--- config.mk ---
export PLATFORM = sky130hd
export DESIGN_NAME = result_demux
export DESIGN_NICKNAME = d
export VERILOG_FILES = /design/src/rtl/result_demux.sv
export SDC_FILE = /design/constraint.sdc
export NUM_CORES = 1
export LEC_CHECK = 0
export CORE_MARGIN = 10
export CORE_UTILIZATION = 46
export CTS_CLUSTER_DIAMETER = 80
export DETAILED_ROUTE_END_ITERATION = 8
export PLACE_DENSITY = 0.75
export SLEW_MARGIN = 20
export SYNTH_ARGS = -nofsm -noshare
export SYNTH_HDL_FRONTEND = slang
export SYNTH_SLANG_ARGS = --single-unit
--- constraint.sdc ---
create_clock -name clk -period 2.5 [get_ports clk]
set_input_delay 0.25 -clock clk [delete_from_list [all_inputs] [get_ports clk]]
set_output_delay 0.25 -clock clk [all_outputs]
set_load 0.1 [all_outputs]
--- src/rtl/result_demux.sv ---
// result_demux
//   Receiving end of the 3-bit dice/traffic-light multiplexed bus. Splits the
//   bus into a dice value and red/amber/green lamp drives. It checks each stream
//   for legality and keeps saturating roll and error counters.
//
// Ports
//   clk         system clock, rising edge
//   rst         asynchronous active-low reset
//   sel         bus source: 0 = dice, 1 = traffic lights
//   result      bus value: dice binary value, or {red, amber, green}
//   dice_val    last legal dice value (0 = none yet)
//   roll_strobe one-cycle pulse when a new roll is accepted
//   red/amber/green lamp drives from the last legal traffic code
//   synced      traffic tracker locked to the sequence
//   dice_error  one-cycle pulse on an illegal dice code
//   seq_error   one-cycle pulse on an illegal or out-of-order traffic code
//   roll_count  accepted rolls, saturating
//   err_count   dice_error + seq_error events, saturating
//   trk_state   debug view of the traffic tracker state register
//
// Timing: a bus value present at clock edge k is captured into s_q/r_q at
// edge k. It is decoded into the registered outputs at edge k+1.
module result_demux #(
    parameter int CNT_W = 8
) (
    input  logic             clk,
    input  logic             rst,
    input  logic             sel,
    input  logic [2:0]       result,
    output logic [2:0]       dice_val,
    output logic             roll_strobe,
    output logic             red,
    output logic             amber,
    output logic             green,
    output logic             synced,
    output logic             dice_error,
    output logic             seq_error,
    output logic [CNT_W-1:0] roll_count,
    output logic [CNT_W-1:0] err_count,
    output logic [2:0]       trk_state
);

    typedef enum logic [2:0] {
        T_UNSYNC = 3'd0,
        T_RED    = 3'd1,
        T_RA     = 3'd2,
        T_GREEN  = 3'd3,
        T_AMBER  = 3'd4
    } trk_t;

    localparam logic [CNT_W-1:0] CNT_MAX = {CNT_W{1'b1}};

    // Input stage and internal state
    logic       s_q;
    logic [2:0] r_q;
    logic       prev_sel;
    logic       dice_primed;
    // live goes high on the first edge after reset release. Until then, s_q/r_q
    // hold reset values rather than a real bus sample. Those values are not
    // decoded.
    logic       live;
    trk_t       state;

    // Next-state values
    trk_t             state_n;
    logic             primed_n;
    logic [2:0]       dice_val_n;
    logic [2:0]       lamps_n;
    logic             synced_n;
    logic             roll_strobe_n;
    logic             dice_error_n;
    logic             seq_error_n;
    logic [CNT_W-1:0] roll_count_n;
    logic [CNT_W-1:0] err_count_n;

    // Working signals
    logic switched;
    trk_t cur;
    logic primed_cur;
    trk_t code_st;

    // Maps a traffic code to its state. Any illegal code maps to T_UNSYNC.
    function automatic trk_t code_to_state(input logic [2:0] code);
        case (code)
            3'b100:  return T_RED;
            3'b110:  return T_RA;
            3'b001:  return T_GREEN;
            3'b010:  return T_AMBER;
            default: return T_UNSYNC;
        endcase
    endfunction

    function automatic trk_t successor(input trk_t st);
        case (st)
            T_RED:   return T_RA;
            T_RA:    return T_GREEN;
            T_GREEN: return T_AMBER;
            T_AMBER: return T_RED;
            default: return T_UNSYNC;
        endcase
    endfunction

    always_comb begin
        // A source switch acts on the current cycle's sample. The tracker and
        // the dice priming are cleared before the sample is decoded under the
        // new source.
        switched      = (s_q != prev_sel);
        cur           = switched ? T_UNSYNC : state;
        primed_cur    = switched ? 1'b0 : dice_primed;
        code_st       = code_to_state(r_q);

        state_n       = state;
        primed_n      = dice_primed;
        dice_val_n    = dice_val;
        lamps_n       = {red, amber, green};
        synced_n      = synced;
        roll_strobe_n = 1'b0;
        dice_error_n  = 1'b0;
        seq_error_n   = 1'b0;
        roll_count_n  = roll_count;
        err_count_n   = err_count;

        if (live) begin
            state_n  = cur;
            primed_n = primed_cur;
            // Leaving traffic mode drops the lock indication.
            if (switched && !s_q) begin
                synced_n = 1'b0;
            end

            if (!s_q) begin
                if (r_q != 3'd0 && r_q != 3'd7) begin
                    if (primed_cur && r_q != dice_val) begin
                        roll_strobe_n = 1'b1;
                    end
                    dice_val_n = r_q;
                    primed_n   = 1'b1;
                end else begin
                    dice_error_n = 1'b1;
                end
            end else begin
                if (code_st == T_UNSYNC) begin
                    // Illegal code: drop lock; the lamps keep their last value.
                    seq_error_n = 1'b1;
                    state_n     = T_UNSYNC;
                    synced_n    = 1'b0;
                end else begin
                    // A legal code always becomes the new state. It is an error
                    // only when the tracker was locked and the code is neither
                    // the current state nor its successor.
                    if (cur != T_UNSYNC && code_st != cur && code_st != successor(cur)) begin
                        seq_error_n = 1'b1;
                    end
                    state_n  = code_st;
                    synced_n = 1'b1;
                    lamps_n  = r_q;
                end
            end

            if (roll_strobe_n && roll_count != CNT_MAX) begin
                roll_count_n = roll_count + 1'b1;
            end
            if ((dice_error_n || seq_error_n) && err_count != CNT_MAX) begin
                err_count_n = err_count + 1'b1;
            end
        end
    end

    always_ff @(posedge clk or negedge rst) begin
        if (!rst) begin
            s_q         <= 1'b0;
            r_q         <= 3'd0;
            prev_sel    <= 1'b0;
            live        <= 1'b0;
            dice_primed <= 1'b0;
            state       <= T_UNSYNC;
            dice_val    <= 3'd0;
            red         <= 1'b0;
            amber       <= 1'b0;
            green       <= 1'b0;
            synced      <= 1'b0;
            roll_strobe <= 1'b0;
            dice_error  <= 1'b0;
            seq_error   <= 1'b0;
            roll_count  <= '0;
            err_count   <= '0;
        end else begin
            s_q         <= sel;
            r_q         <= result;
            prev_sel    <= s_q;
            live        <= 1'b1;
            dice_primed <= primed_n;
            state       <= state_n;
            dice_val    <= dice_val_n;
            red         <= lamps_n[2];
            amber       <= lamps_n[1];
            green       <= lamps_n[0];
            synced      <= synced_n;
            roll_strobe <= roll_strobe_n;
            dice_error  <= dice_error_n;
            seq_error   <= seq_error_n;
            roll_count  <= roll_count_n;
            err_count   <= err_count_n;
        end
    end

    assign trk_state = state;

endmodule
==> impl_metrics.csv, run 1 <==
group,metric,value,unit
global_route,grt-ovfl-total,0,
clocking,cts_resized,0,
clocking,cts_tree,"yes",
logic_synthesis,synth_top_area_cell,"dfrtp_1",
route,drc_errors,0,
sta,fin_ws,126,ps
route,ant_nets,0,
power,p_seq_frac,0.338,
flow_run,drv_cap,0,
worst_setup_path,critPathKind,"reg2reg",
layout,layout_commonest_cell,"buf_4",
route,viasPerCell,5.43,
sta,max_freq,421,MHz
clocking,cts_buffer_depth,2,
clocking,h-tree-depth,2,
clocking,numCtsBuffers,5,
power,p_int,1.20,mW
power,p_per_area,1020,mW/mm²
worst_setup_path,crit_required,2670,ps
logic_synthesis,synth_xor_area_frac,0.0991,
logic_synthesis,synth_mux_area_frac,0.0384,
power,ir_drop,0.780,mV
sta,slew_viol_final,0,
layout,filler_cell_count,334,
placement,dpl.hpwl,3060,µm
worst_setup_path,worstRegToRegCells,8,
floorplanning,initial_core_util,0.471,
route,wl_met3,269,µm
route,highest_layer,"met4",
layout,syn2layout_area_growth,24.9,%
layout,antenna_cells,0,
layout,drive_gt1_frac,0.321,
power,p_comb_frac,0.476,
sta,period_share,0.949,
logic_synthesis,yosysWarnings,0,
global_route,track_usage,0.121,
power,p_sw,1.17,mW
min_path,hp-class,"in2async",
route,detailroute.wirelength.met2,1930,µm
clocking,clk_pin_slew,70,ps
power,pwr-share-clk,0.186,
worst_setup_path,endpoint_kind,"register",
logic_synthesis,synth_fa_ha_area_frac,0.0202,
global_route,grt_max_degree,37,
logic_synthesis,synth.avg_cell_area,11.2,µm²
layout,fin_nets,218,
layout,final_cell_mix,"buf_4, dfrtp_1, xnor2_1, nand2_1, inv_1",
sta,rsz0062_at_grt,"false",
sta,finalHoldViolCount,0,
layout,final_cell_count_no_fill,259,
logic_synthesis,post_synth_main_area_contributors,"dfrtp_1, xnor2_1, mux2_2",
logic_synthesis,synth_edf_count,0,
worst_setup_path,crit_fanout,8,
floorplanning,core_area,0.00394,mm²
logic_synthesis,synth_area,0.00186,mm²
route,drt-pass1-iter-count,4,
logic_synthesis,synth_flop_cell,"dfrtp_1",
sta,finClkSkew,9.75,ps
worst_setup_path,worstReg2RegStart,"s_q",
placement,gp_congestion,0.906,
floorplanning,placementRows,23,
route,drt-met1-wl,1740,µm
power,switching_share,0.494,
floorplanning,die_width,83.5,µm
power,p_leak,1.05,nW
clocking,clock_latency,290,ps
logic_synthesis,synthSimpleGateAreaFrac,0.155,
logic_synthesis,synth_nets,174,
global_route,grt_first_pass_wirelength,7100,µm
logic_synthesis,async_flop_share,1.00,
placement,dpl.cell_count,252,
worst_setup_path,rr_endpoint,"err_count[7]",
clocking,cts-root-buf,"clkbuf_8",
worst_setup_path,r2r_slack,130,ps
clocking,hold_buffers,0,
route,wire_per_inst,15.4,µm
floorplanning,io_pins,35,
logic_synthesis,ys_seq_area_frac,0.486,
logic_synthesis,synth_top_family_by_area,"simple AND/OR/NAND/NOR gates",
global_route,grt_antenna_before_repair,0,
route,drt_iter0_markers,69,
route,via_count,1407,
logic_synthesis,synth_compound_area_frac,0.146,
sta,setup_viol,0,
placement,pre_cts_ws,111,ps
route,drt_wl_total,3990,µm
logic_synthesis,synthDominantCellAreaShare,0.486,
worst_setup_path,cp_data_arrival_time,2540,ps
clocking,clkSinkCount,36,
worst_setup_path,start_kind,"register",
floorplanning,die-area,0.00697,mm²
clocking,postCtsSetupRepairBufs,0,
outcome,outcome,"completed",
placement,portBuffers,34,
logic_synthesis,synth.distinct_cells,50,
floorplanning,fp.dieH,83.5,µm
sta,min_period,2370,ps
logic_synthesis,synthCells,165,
logic_synthesis,ys_ff_latch,36,
global_route,grt_pass1_vias,1512,
sta,setup-tns-final,0,ps
[registers in the layout, indices dropped and copies added (netlist names)]
name,count
green,1
roll_strobe,1
trk_state,3
synced,1
dice_error,1
amber,1
s_q,1
live,1
r_q,3
prev_sel,1
red,1
dice_primed,1
err_count,8
roll_count,8
dice_val,3
seq_error,1
[Yosys cell counts (all sizes together) (2+ instances only)]
cell / n
xor2: 6
nand4: 2
nor3b: 2
buf: 3
o211ai: 4
nor3: 5
nor2: 3
and2: 2
xnor2: 15
nand3: 5
o21ai: 8
o2111ai: 3
and3: 4
a311oi: 2
and4: 4
clkbuf: 4
or3: 3
nand2: 11
mux2: 6
a31oi: 2
inv: 9
ha: 3
dfrtp: 36
a21oi: 6
[layout make-up]
type / count / area, µm² / area share
multi-input combinational: 113 / 867 / 0.374
timing repair buffer: 44 / 347 / 0.149
clock buffer: 7 / 96.3 / 0.0416
inverter: 9 / 33.8 / 0.0146
tap: 50 / 62.6 / 0.0270
sequential: 36 / 912 / 0.393
[cell families (layout without fill, tap and decap cells)]
logic type,Yosys count,count (layout)
flops,36,36
buf+inv,16,60
compound gates,35,35
mux,6,6
other cells,1,1
simple gates,47,47
fa+ha+maj,3,3
xor+xnor,21,21
[critical path, stage by stage, from the launching register on]
cell	delay, ps
dfrtp_1	370
inv_1	110
ha_4	240
or3_1	410
a211o_2	370
a311oi_4	300
buf_6	170
o2111ai_1	140
xnor2_1	150
[power by group through the flow]
stage | clock (mW) | sequential, mW | combinational [mW]
2_1_floorplan | 0 | 1.45 | 0.246
3_3_place_gp | 0 | 0.804 | 1.13
3_5_place_dp | 0 | 0.812 | 1.14
4_1_cts | 0.456 | 0.802 | 1.14
5_1_grt | 0.475 | 0.823 | 1.19
6_report | 0.441 | 0.801 | 1.13
[per-stage QoR]
stage               hold slack [ps]  utilization  power, mW  cell area (µm²)
floorplan                     -45.6            -       1.69             1880
global placement                480        0.563       1.93             2220
detailed placement              498        0.563       1.95             2220
CTS                             390        0.587       2.40             2310
global route                    394        0.588       2.48             2320
finish                          373        0.588       2.37             2320
[worst max-delay path by stage]
stage,start,to,slack [ps],cells past startpoint
final,s_q,err_count[7],130,8
after global routing,s_q,err_count[6],7,8
after CTS,s_q,err_count[7],100,8
after detailed placement,s_q,err_count[6],110,8
after global placement,s_q,err_count[6],180,8
after floorplan,s_q,err_count[1],10,7
[per-layer routing]
layer,GRT usage,vias to the layer above
met4,0.0472,0
li1,-,680
met1,0.142,687
met3,0.0518,6
met2,0.190,34
met5,0,-
(Power assumes the default switching activity.)
==> inputs of run 2 (changes only) <==
--- a/config.mk
+++ b/config.mk
@@ -8,9 +8,9 @@
 export CORE_MARGIN = 10
 export CORE_UTILIZATION = 46
 export CTS_CLUSTER_DIAMETER = 80
+export CTS_CLUSTER_SIZE = 40
 export DETAILED_ROUTE_END_ITERATION = 8
 export PLACE_DENSITY = 0.75
-export SLEW_MARGIN = 20
 export SYNTH_ARGS = -nofsm -noshare
 export SYNTH_HDL_FRONTEND = slang
 export SYNTH_SLANG_ARGS = --single-unit
==> results of run 2 <==
No change in the layout: final DEF, timing and power equal those of run 1.
